$ cat src/rtl/ram_lsu_master.sv
`default_nettype none
// ============================================================================
// Module   : ram_lsu_master
// Purpose  : Initiator between the core memory stage and a single-port word
//            RAM without byte enables. Turns RV32 byte/half/word loads and
//            stores into RAM accesses. Sub-word stores use read-modify-write.
// Revision : 1.0 - initial release
// ============================================================================
module ram_lsu_master #(
   parameter int          RAM_DEPTH = 1024,
   parameter logic [31:0] BASE_ADDR = 32'h0,
   parameter int          READ_LAT  = 0,
   localparam int         ADDR_W    = $clog2(RAM_DEPTH)
) (
   input  logic              clk,
   input  logic              rst,
   input  logic              req_valid,
   output logic              req_ready,
   input  logic              req_we,
   input  logic [1:0]        req_size,
   input  logic              req_unsigned,
   input  logic [31:0]       req_addr,
   input  logic [31:0]       req_wdata,
   output logic              rsp_valid,
   output logic [31:0]       rsp_rdata,
   output logic              rsp_err,
   output logic [ADDR_W-1:0] ram_addr,
   output logic [31:0]       ram_din,
   output logic              ram_we,
   output logic              ram_regce,
   input  logic [31:0]       ram_dout
);

   localparam int               CNT_W = (READ_LAT > 0) ? $clog2(READ_LAT + 1) : 1;
   localparam logic [CNT_W-1:0] LAT_C = CNT_W'(READ_LAT);
   localparam logic [32:0]      LIMIT = 33'(RAM_DEPTH) << 2;

   typedef enum logic [1:0] {
      S_IDLE = 2'd0,
      S_RD   = 2'd1,
      S_WR   = 2'd2,
      S_RESP = 2'd3
   } state_t;

   state_t             state_q, state_d;
   logic [CNT_W-1:0]   cnt_q, cnt_d;
   logic               we_q, we_d;
   logic [1:0]         size_q, size_d;
   logic               uns_q, uns_d;
   logic [1:0]         lane_q, lane_d;
   logic [31:0]        wdata_q, wdata_d;
   logic [31:0]        rdata_q, rdata_d;
   logic               err_q, err_d;
   logic [ADDR_W-1:0]  ram_addr_q, ram_addr_d;
   logic [31:0]        ram_din_q, ram_din_d;

   logic [31:0]        w_off;
   logic               w_err;
   logic               w_accept;
   logic [4:0]         w_shamt;
   logic [31:0]        w_shifted;
   logic [31:0]        w_load;
   logic [31:0]        w_mask;
   logic [31:0]        w_merged;

   // Request decode: RAM-relative offset, alignment and range checks.
   assign w_off    = req_addr - BASE_ADDR;
   assign w_err    = (req_size == 2'b11) ||
                     ((req_size == 2'b01) && w_off[0]) ||
                     ((req_size == 2'b10) && (w_off[1:0] != 2'b00)) ||
                     ({1'b0, w_off} >= LIMIT);
   assign w_accept = req_valid && req_ready;

   // Little-endian lane handling; for halves lane_q[0] is always 0.
   assign w_shamt   = {lane_q, 3'b000};
   assign w_shifted = ram_dout >> w_shamt;
   assign w_mask    = ((size_q == 2'b00) ? 32'h0000_00FF : 32'h0000_FFFF) << w_shamt;
   assign w_merged  = (ram_dout & ~w_mask) | ((wdata_q << w_shamt) & w_mask);

   // Load extract with sign or zero extension.
   always_comb begin
      w_load = ram_dout;
      case (size_q)
         2'b00:   w_load = uns_q ? {24'h0, w_shifted[7:0]}
                                 : {{24{w_shifted[7]}}, w_shifted[7:0]};
         2'b01:   w_load = uns_q ? {16'h0, w_shifted[15:0]}
                                 : {{16{w_shifted[15]}}, w_shifted[15:0]};
         default: w_load = ram_dout;
      endcase
   end

   // Next-state and datapath next values.
   always_comb begin
      state_d    = state_q;
      cnt_d      = cnt_q;
      we_d       = we_q;
      size_d     = size_q;
      uns_d      = uns_q;
      lane_d     = lane_q;
      wdata_d    = wdata_q;
      rdata_d    = rdata_q;
      err_d      = err_q;
      ram_addr_d = ram_addr_q;
      ram_din_d  = ram_din_q;
      case (state_q)
         S_IDLE: begin
            if (w_accept) begin
               we_d       = req_we;
               size_d     = req_size;
               uns_d      = req_unsigned;
               lane_d     = w_off[1:0];
               wdata_d    = req_wdata;
               rdata_d    = 32'h0;
               err_d      = w_err;
               cnt_d      = '0;
               ram_addr_d = w_off[ADDR_W+1:2];
               if (w_err) begin
                  state_d = S_RESP;
               end else if (req_we && (req_size == 2'b10)) begin
                  ram_din_d = req_wdata;
                  state_d   = S_WR;
               end else begin
                  state_d = S_RD;
               end
            end
         end
         S_RD: begin
            // RAM data is valid in the cycle where the counter reaches READ_LAT.
            if (cnt_q == LAT_C) begin
               if (we_q) begin
                  ram_din_d = w_merged;
                  state_d   = S_WR;
               end else begin
                  rdata_d = w_load;
                  state_d = S_RESP;
               end
            end else begin
               cnt_d = cnt_q + 1'b1;
            end
         end
         S_WR:    state_d = S_RESP;
         default: state_d = S_IDLE;
      endcase
   end

   // State and datapath registers with synchronous reset.
   always_ff @(posedge clk) begin
      if (rst) begin
         state_q    <= S_IDLE;
         cnt_q      <= '0;
         we_q       <= 1'b0;
         size_q     <= 2'b00;
         uns_q      <= 1'b0;
         lane_q     <= 2'b00;
         wdata_q    <= 32'h0;
         rdata_q    <= 32'h0;
         err_q      <= 1'b0;
         ram_addr_q <= '0;
         ram_din_q  <= 32'h0;
      end else begin
         state_q    <= state_d;
         cnt_q      <= cnt_d;
         we_q       <= we_d;
         size_q     <= size_d;
         uns_q      <= uns_d;
         lane_q     <= lane_d;
         wdata_q    <= wdata_d;
         rdata_q    <= rdata_d;
         err_q      <= err_d;
         ram_addr_q <= ram_addr_d;
         ram_din_q  <= ram_din_d;
      end
   end

   // Strobes are gated with rst so nothing reaches the RAM on a reset edge.
   assign req_ready = (state_q == S_IDLE) && !rst;
   assign ram_we    = (state_q == S_WR) && !rst;
   assign ram_regce = (state_q == S_RD) && !rst;
   assign rsp_valid = (state_q == S_RESP);
   assign rsp_rdata = rdata_q;
   assign rsp_err   = err_q;
   assign ram_addr  = ram_addr_q;
   assign ram_din   = ram_din_q;

endmodule
`default_nettype wire

$ cat config.mk
export PLATFORM = sky130hd
export DESIGN_NAME = ram_lsu_master
export DESIGN_NICKNAME = d
export VERILOG_FILES = /design/src/rtl/ram_lsu_master.sv
export SDC_FILE = /design/constraint.sdc
export NUM_CORES = 1
export LEC_CHECK = 0
export CORE_ASPECT_RATIO = 1.4
export CORE_MARGIN = 2
export CORE_UTILIZATION = 50
export DETAILED_ROUTE_END_ITERATION = 8
export PLACE_DENSITY = 0.87
export SYNTH_ARGS = -nofsm -noshare
export SYNTH_HDL_FRONTEND = slang
export SYNTH_SLANG_ARGS = --single-unit
$ cat constraint.sdc
create_clock -name clk -period 6.56 [get_ports clk]
set_input_delay 1.64 -clock clk [delete_from_list [all_inputs] [get_ports clk]]
set_output_delay 1.64 -clock clk [all_outputs]
set_load 0.03 [all_outputs]
Yosys cells after proc, flatten, opt, wreduce, memory -nomap -nowiden
Cells that the tools add are included.
{"block": "totals", "reg_bits": 116, "inputBits": 103, "out_inout_bits": 79, "elab_cells": 76}
{"block": "op_classes", "add_sub_neg": 1, "order_cmp": 1, "n_eq_ne": 13, "shifts": 3, "mux": 23, "bitwise_logic": 4, "reduce_logical": 20}
{"cell": "32-bit two-way mux", "n": 10}
{"cell": "32-bit case mux with 2 select lines", "n": 3}
{"cell": "32-bit AND", "n": 2}
{"cell": "32-bit by 13-bit greater-or-equal comparator with 1-bit output, second input constant", "n": 1}
{"cell": "32-bit NOT", "n": 1}
{"cell": "32-bit OR", "n": 1}
{"cell": "16-bit by 5-bit left shift with 32-bit output", "n": 1}
{"cell": "32-bit by 5-bit left shift with 32-bit output", "n": 1}
{"cell": "32-bit by 5-bit right shift with 16-bit output", "n": 1}
{"cell": "16-bit two-way mux", "n": 1}
{"cell": "2-bit inequality test, second input constant", "n": 6}
{"cell": "2-bit equality test, second input constant", "n": 4}
{"cell": "2-bit two-way mux", "n": 4}
{"cell": "1-bit logical AND", "n": 7}
{"cell": "2-bit by 1-bit equality test with 1-bit output, second input constant", "n": 3}
{"cell": "2-bit case mux with 3 select lines", "n": 1}
{"cell": "2-bit AND reduction", "n": 3}
{"cell": "6-bit AND reduction", "n": 1}
{"cell": "2-bit logical NOT", "n": 2}
{"cell": "4-bit AND reduction", "n": 1}
{"cell": "2-bit nonzero test", "n": 2}
{"cell": "1-bit logical OR", "n": 3}
{"cell": "1-bit two-way mux", "n": 3}
{"cell": "1-bit case mux with 2 select lines", "n": 1}
{"cell": "2 further kinds", "n": 2}

Depth between registers and ports, before layout
Gate-level depths: netlist (run 1).
{"block": "depth", "depth_word": 9, "ltp_mapped": 10}

Worst setup path before layout (run 1)
No wires, ideal clock.
{"block": "synth_path", "path_type": "input-to-output", "start": "in rst", "end": "out ram_regce", "t_arrival_ns": 2.579, "path_slack_ns": 2.341, "cell_stages": 4, "path_buffers": 3, "cell_sequence": "clkbuf_1 -> clkbuf_1 -> clkbuf_1 -> nor2b_1"}
{"block": "synth_via", "elab_chain_len": 2}
{"element": "start: declaration", "line": "16", "source": "input logic rst,"}
{"element": "1-bit logical NOT", "line": "178", "source": "assign ram_regce = (state_q == S_RD) && !rst;"}
{"element": "1-bit logical AND", "line": "178"}
{"element": "end: declaration", "line": "30", "source": "output logic ram_regce,"}
No other way between the ends.

Worst setup path in the final report (run 1)
{"block": "layout_path", "start": "in rst", "end": "out req_ready"}
{"block": "layout_via", "elab_chain_len": 2}
{"element": "1-bit logical NOT", "line": "176", "source": "assign req_ready = (state_q == S_IDLE) && !rst;"}
{"element": "1-bit logical AND", "line": "176"}
{"element": "end: declaration", "line": "18", "source": "output logic req_ready,"}
No other way between the ends.

==> results.md, run 1 <==
* Status: completed
* FILL cells at ~860
* Fmax achieved at 235 MHz
* Net Count, Synth at 800
* Final Slew Violations at 0
* Count leader, synth: dfxtp_1
* Synth area leader: dfxtp_1
* Fin util at 71.4%
* Largest net degree at the start of global routing at 106
* Average wire per standard cell at 18.4 microns
* Synthesized area at 5410 sq um
* Post_cts resized at 0
* Drt first pass iters at 5
* Unique masters post-synth at 49
* Cells after Synth at 693
* Post-synth EDFFs at 0
* N_diodes at 0
* Setup CP Type: input pin to output port
* Min Clock Period, post-route at 4.26 ns
* # setup viols final at 0
* Leak Pwr at 2.64 nW
* WP data arrival at between 2 and 3 ns
* Sum of negative setup slack at 0 ns
* Yosys warning total at 0
* Number of synthesized register bits at 99
* R2r worst-path depth at 7
* Final Hold Viols at 0
* Post CTS Setup Buffer Count at 0
* Antenna violations before repair at 0
* CTS tree: built
* Headroom to the max-slew limit at 19.8%
* PwrDens at 409 nW/um^2
* Reg-to-reg endpoint: rsp_rdata[5]
* Area contributors post-synth: dfxtp_1, a21oi_1, nand2_1, o21ai_1, clkbuf_1
* Die ar. at 11700 sq um
* Root Buffer: clkbuf_16
* RSZ-0062 raised after global routing: no
* Hold Path Depth at 2
* Initial DRC Count at 478
* Clk buf depth at 2
* Drt total wl at 17800 microns
* Setup crit start kind: input pin
* HP Start: rsp_rdata[10]
* Hold Crit Endpoint: rsp_rdata[10]
* Worst hold slack at 0.459 ns
* CP endpoint kind: output port
* Vias per inst at 5.96
* Syn-to-layout area delta at 38.1%
* Ys flop type: dfxtp_1
* Max Fanout on Critical Path at 4
* DP Wirelength at 13100 microns
* Vias in the first global route at between 5k and 6k
* Yosys top cell area share at 36.6%
* Num CTS Buffers at 9
* # rows at 44
* Initial Util at 51.7%
* CP required at 4.92 ns
* Quantity of I/O buffers inserted on ports at 181
* Critical Path Slowest Stage Cell: clkdlybuf4s50_1
* Grt ovf at 0
* Synth cell count leaders: dfxtp_1, nand2_1, a21oi_1
* DRC Markers at 0
* Proportion of layout cells with a drive suffix above 1 at 5.29%
* Clk sinks at 99
* Min-Delay Path Class: flip-flop to flip-flop
* GPL Wtd Cong at 0.945
* Final-stage net count at between 900 and 1k
* CP Cell Sequence: buf_2 > nor2_1 > clkdlybuf4s50_1
* Largest stage delay on the critical path at 0.70 ns
* Max-cap viol count at 0
* Asr flop ratio synth at 0%
* Die Ht at 127 microns
* Total GRT Usage at 30.2%
* Ports at 182
* Tcrit/Tclk final at 65.0%
* H-tree Lvls at 3
* Global-route wire length before repair at ~28000 microns
* Insertion delay to the later sink of the worst-skew pair at 0.35 ns
* Post-Syn Area per Cell at 7.81 sq um
* Multi-input gate area at 3080 sq um
* Register area share after synthesis at 36.6%
* ANT nets after route at 0
* CTS Hold Buffers Added at 0
* CORE AREA at roughly 10000 sq um
* Worst R2R Start: state_q[0]
* Slew @ Worst Pin at 1.20 ns
* Register-to-Register Setup Slack at 3.41 ns
* Via Count at around 5.8k
* Register area at 1980 sq um
* DIE WIDTH at 91.9 microns
* Clock slew at reported path FFs at 0.07 ns
* VDD IR-drop max at 0.000212 V
* Fin Clk Skew at 0.00597 ns
## per-stage QoR
| step | power [mW] | area, sq um | worst slack (ns) | std cells |
|---|---|---|---|---|
| 2_1_floorplan | 2.01 | 5410 | 2.34 | 693 |
| 3_3_place_gp | 2.51 | 7190 | 2.34 | 953 |
| 3_5_place_dp | 2.54 | 7190 | 2.28 | 953 |
| 4_1_cts | 3.05 | 7470 | 2.30 | 969 |
| 5_1_grt | 3.24 | 7470 | 2.26 | 969 |
| 6_report | 3.05 | 7470 | 2.30 | 969 |
## area by class of cell
cell class / instances / share of cell area (%)
timing repair buffer: 189 / 25.0
clock buffer: 10 / 3.20
tap: 138 / 2.31
sequential: 99 / 26.5
inverter: 25 / 1.26
clock inverter: 6 / 0.553
multi-input combinational: 502 / 41.2
## power breakdown
| group | switching (mW) | total (mW) | leakage, nW | internal [mW] |
|---|---|---|---|---|
| combinational | 1.06 | 1.68 | 1.69 | 0.621 |
| sequential | 0.108 | 0.873 | 0.808 | 0.765 |
| clock | 0.232 | 0.500 | 0.142 | 0.267 |
| total | 1.40 | 3.05 | 2.64 | 1.65 |
## worst max-delay path: cells and delay by family
| family | cells | cell delay [ns] |
|---|---|---|
| buffers and inverters | 2 | 0.83 |
| and+or+nand+nor | 1 | 0.15 |
## sequential cells by signal (all words and copies together), names as in the netlist
| name | count |
|---|---|
| rsp_err | 1 |
| state_q | 2 |
| ram_din | 32 |
| wdata_q | 16 |
| size_q | 2 |
| lane_q | 2 |
| we_q | 1 |
| uns_q | 1 |
| rsp_rdata | 32 |
| ram_addr | 10 |
## worst max path at each step
stage / from / endpoint / slack (ns) / depth (start not counted)
6_report: rst / req_ready / 2.30 / 3
5_1_grt: rst / req_ready / 2.26 / 3
4_1_cts: rst / req_ready / 2.30 / 3
3_5_place_dp: rst / rsp_rdata[27] / 2.28 / 7
3_3_place_gp: rst / req_ready / 2.34 / 3
2_1_floorplan: rst / ram_regce / 2.34 / 4
## layout by cell type (no fill, tap or decap), types with 3 or more instances in the layout
master	count
mux2_2	4
ha_1	3
clkdlybuf4s50_1	180
nand3b_1	11
a22oi_1	16
nor3_1	37
mux2_1	5
or3_1	7
nand2_1	69
mux2i_1	19
a221oi_1	12
o211ai_1	11
inv_1	24
o21ai_1	48
nand2b_1	28
clkinv_2	3
nor2_1	35
o41ai_2	3
nor2b_1	19
nand3_1	15
clkinv_4	3
a21oi_1	65
clkbuf_16	9
o221ai_1	21
o21ai_0	32
buf_4	8
a211oi_1	5
dfxtp_1	99
nor4_1	4
o31ai_1	3
a2bb2oi_1	7
## cells by family (layout without fill, tap and decap cells)
group           count (synthesis)  count (layout)  share of synthesized area, %
compound gates                231             231                          27.4
simple gates                  237             237                          22.2
fa+ha+maj                       4               4                         0.925
buf+inv                        92             230                          6.71
flops                          99              99                          36.6
mux                            30              30                          6.22
## routing by layer
metal,global-route usage (%),up-vias,share of wire [%]
li1,-,2770,-
met1,37.3,2710,40
met2,51.5,247,51
met3,4.07,49,5.2
met4,15.5,0,3.8
met5,0,-,0
No activity file was read; power rests on OpenSTA's default activity.
==> inputs of run 2 (changes only) <==
--- a/config.mk
+++ b/config.mk
@@ -7,9 +7,9 @@
 export LEC_CHECK = 0
 export CORE_ASPECT_RATIO = 1.4
 export CORE_MARGIN = 2
-export CORE_UTILIZATION = 50
+export CORE_UTILIZATION = 42
 export DETAILED_ROUTE_END_ITERATION = 8
-export PLACE_DENSITY = 0.87
+export PLACE_DENSITY = 0.78
 export SYNTH_ARGS = -nofsm -noshare
 export SYNTH_HDL_FRONTEND = slang
 export SYNTH_SLANG_ARGS = --single-unit
==> constraint.sdc (replaced) <==
create_clock -name clk -period 3.76 [get_ports clk]
set_input_delay 0.94 -clock clk [delete_from_list [all_inputs] [get_ports clk]]
set_output_delay 0.94 -clock clk [all_outputs]
set_load 0.03 [all_outputs]
==> results.md, run 2 (synthesis gave the netlist of run 1 again) <==
* Clk sinks at 99 (unchanged)
* CORE AREA at 12700 sq um (+21%)
* Min Clock Period, post-route at 3.12 ns
* Vias in the first global route at 5313 (-4.7%)
* CTS Hold Buffers Added at 0 (unchanged)
* Tcrit/Tclk final at 82.9%
* FILL cells at 1136 (+33%)
* Average wire per standard cell at 18.1 microns (-1.6%)
* Clk buf depth at 2 (unchanged)
* Max-cap viol count at 0 (unchanged)
* Final Hold Viols at 0 (unchanged)
* Clock slew at reported path FFs at 0.06 ns (about the same)
* # setup viols final at 0 (unchanged)
* Ports at 182 (unchanged)
* Slew @ Worst Pin at 0.958 ns (-0.245 ns)
* Status: completed
* ANT nets after route at 0 (unchanged)
* Vias per inst at 5.75 (-3.5%)
* R2r worst-path depth at 8 (+1)
* Worst R2R Start: state_q[1]
* Headroom to the max-slew limit at 35.8% (+16 points)
* CP endpoint kind: output port
* Sw Pwr at 2.43 mW (+74%)
* Leak Pwr at 2.66 nW (+0.89%)
* Insertion delay to the later sink of the worst-skew pair at 0.35 ns (about the same)
* GPL Wtd Cong at 0.896 (-5.2%)
* HP Start: rsp_rdata[14]
* Via Count at 5689 (-1.5%)
* DRC Markers at 0 (unchanged)
* Cells after DPL at 973 (+2.1%)
* Num CTS Buffers at 9 (unchanged)
* Post_cts resized at 0 (unchanged)
* RSZ-0062 raised after global routing: no
* Post-route setup slack at 0.644 ns (-1.65 ns)
* H-tree Lvls at 3 (unchanged)
* Most frequent cells in the layout: clkdlybuf4s50_1, dfxtp_1, nand2_1, a21oi_1, o21ai_1
* Clock power frac at 17.1% (+0.7 points)
* Reg-to-reg endpoint: rsp_rdata[31]
* Logic gate share of total power at 54.3% (-0.7 points)
* Largest net degree at the start of global routing at 87 (-18%)
* WP data arrival at 2.18 ns (-0.44 ns)
* VDD IR-drop max at 0.000297 V (+40%)
* Fmax achieved at 321 MHz
* DIE WIDTH at 99.9 microns (+8.7%)
* Commonest non-fill, non-tap cell in the layout: clkdlybuf4s50_1
* Hold Crit Endpoint: rsp_rdata[14]
* Global-route wire length before repair at 28200 microns (about the same)
* Hold Path Depth at 2 (unchanged)
* CP required at 2.82 ns (-2.10 ns)
* Final std cells w/o fill at 989 (+2.1%)
* Quantity of I/O buffers inserted on ports at 181 (unchanged)
* Grt ovf at 0 (unchanged)
* DP Wirelength at 13400 microns (+2.1%)
* CTS tree: built
* Worst hold slack at 0.457 ns (-0.00282 ns)
* Initial Util at 42.6% (-9.1 points)
* Setup crit start kind: flip-flop
* Die Ht at 138 microns (+8.8%)
* Sum of negative setup slack at 0 ns (unchanged)
* PwrDens at 718 nW/um^2 (+76%)
* Drt first pass iters at 5 (unchanged)
* Die ar. at 13800 sq um (+18%)
* P_int at 2.98 mW (+80%)
* Flop pwr share at 28.6% (about the same)
* Setup CP Type: flip-flop to output port
* Final Total Pwr at 5.41 mW (+77%)
* DP Worst Slack at 0.562 ns (-1.72 ns)
* Root Buffer: clkbuf_16
* # rows at 49 (+11%)
* Min-Delay Path Class: flip-flop to flip-flop
* Drt total wl at 17900 microns (+0.44%)
* Net Sw Frac at 44.9% (-0.97 points)
* Max Fanout on Critical Path at 10 (+6)
* Total GRT Usage at 25.5% (-4.8 points)
* Register-to-Register Setup Slack at 1.18 ns (-2.23 ns)
* Post CTS Setup Buffer Count at 0 (unchanged)
* Syn-to-layout area delta at 39.4%
* Antenna violations before repair at 1 (+1)
* Final-stage net count at 938 (+0.54%)
* Fin Clk Skew at 0.00900 ns (+0.00303 ns)
* Proportion of layout cells with a drive suffix above 1 at 5.63% (+0.33 points)
* Initial DRC Count at 360 (-25%)
* Final Slew Violations at 0 (unchanged)
[run 2: cell types whose count changed in the layout (fill, tap and decap cells not counted)]
cell	before	now
diode_2	0	1
clkinvlp_4	0	1
clkbuf_1	0	1
clkinv_2	3	1
clkinv_4	3	1
buf_4	8	13
bufinv_16	0	1
[run 2: through the flow]
step | util, % | instance area [sq um]
floorplan | - | 5410
detailed placement | 57.1 | 7250
global placement | 57.1 | 7250
CTS | 59.4 | 7540
global route | 59.4 | 7540
finish | 59.4 | 7540
[run 2: cell type report]
cell class | count | area [sq um] | area share [%]
multi-input combinational | 502 | 3080 | 40.8
sequential | 99 | 1980 | 26.3
timing repair buffer | 194 | 1900 | 25.2
clock buffer | 11 | 243 | 3.22
tap | 153 | 191 | 2.54
inverter | 25 | 93.8 | 1.24
clock inverter | 4 | 51.3 | 0.680
antenna | 1 | 2.50 | 0.0332
[run 2: routing by layer]
layer	vias up	part of all wire, %	global-route usage (%)
met2	236	49	41.7
met5	-	0	0
met4	0	4.9	14.1
met1	2629	41	32.2
li1	2770	-	-
met3	54	5.2	2.98
[run 2: worst max-delay path, cell delays in order (launching register included)]
cell             delay, ns
dfxtp_1               0.34
inv_1                 0.09
ha_1                  0.41
inv_2                 0.13
nor2_1                0.16
clkdlybuf4s50_1       0.70
[run 2: how the worst max path moves through the flow]
stage,start,endpoint,slack (ns),cells past startpoint
CTS,state_q[0],req_ready,0.64,5
global placement,req_addr[30],ram_din[19],0.61,7
global route,state_q[0],req_ready,0.52,5
floorplan,rst,ram_regce,0.94,4
detailed placement,req_addr[30],ram_din[19],0.56,7
finish,state_q[0],req_ready,0.64,5
[run 2: power groups by stage]
stage	clock [mW]	sequential [mW]	combinational, mW
6_report	0.926	1.55	2.94
5_1_grt	0.984	1.58	3.16
4_1_cts	0.940	1.55	2.93
3_5_place_dp	0	1.57	2.92
3_3_place_gp	0	1.57	2.90
2_1_floorplan	0	1.93	1.57
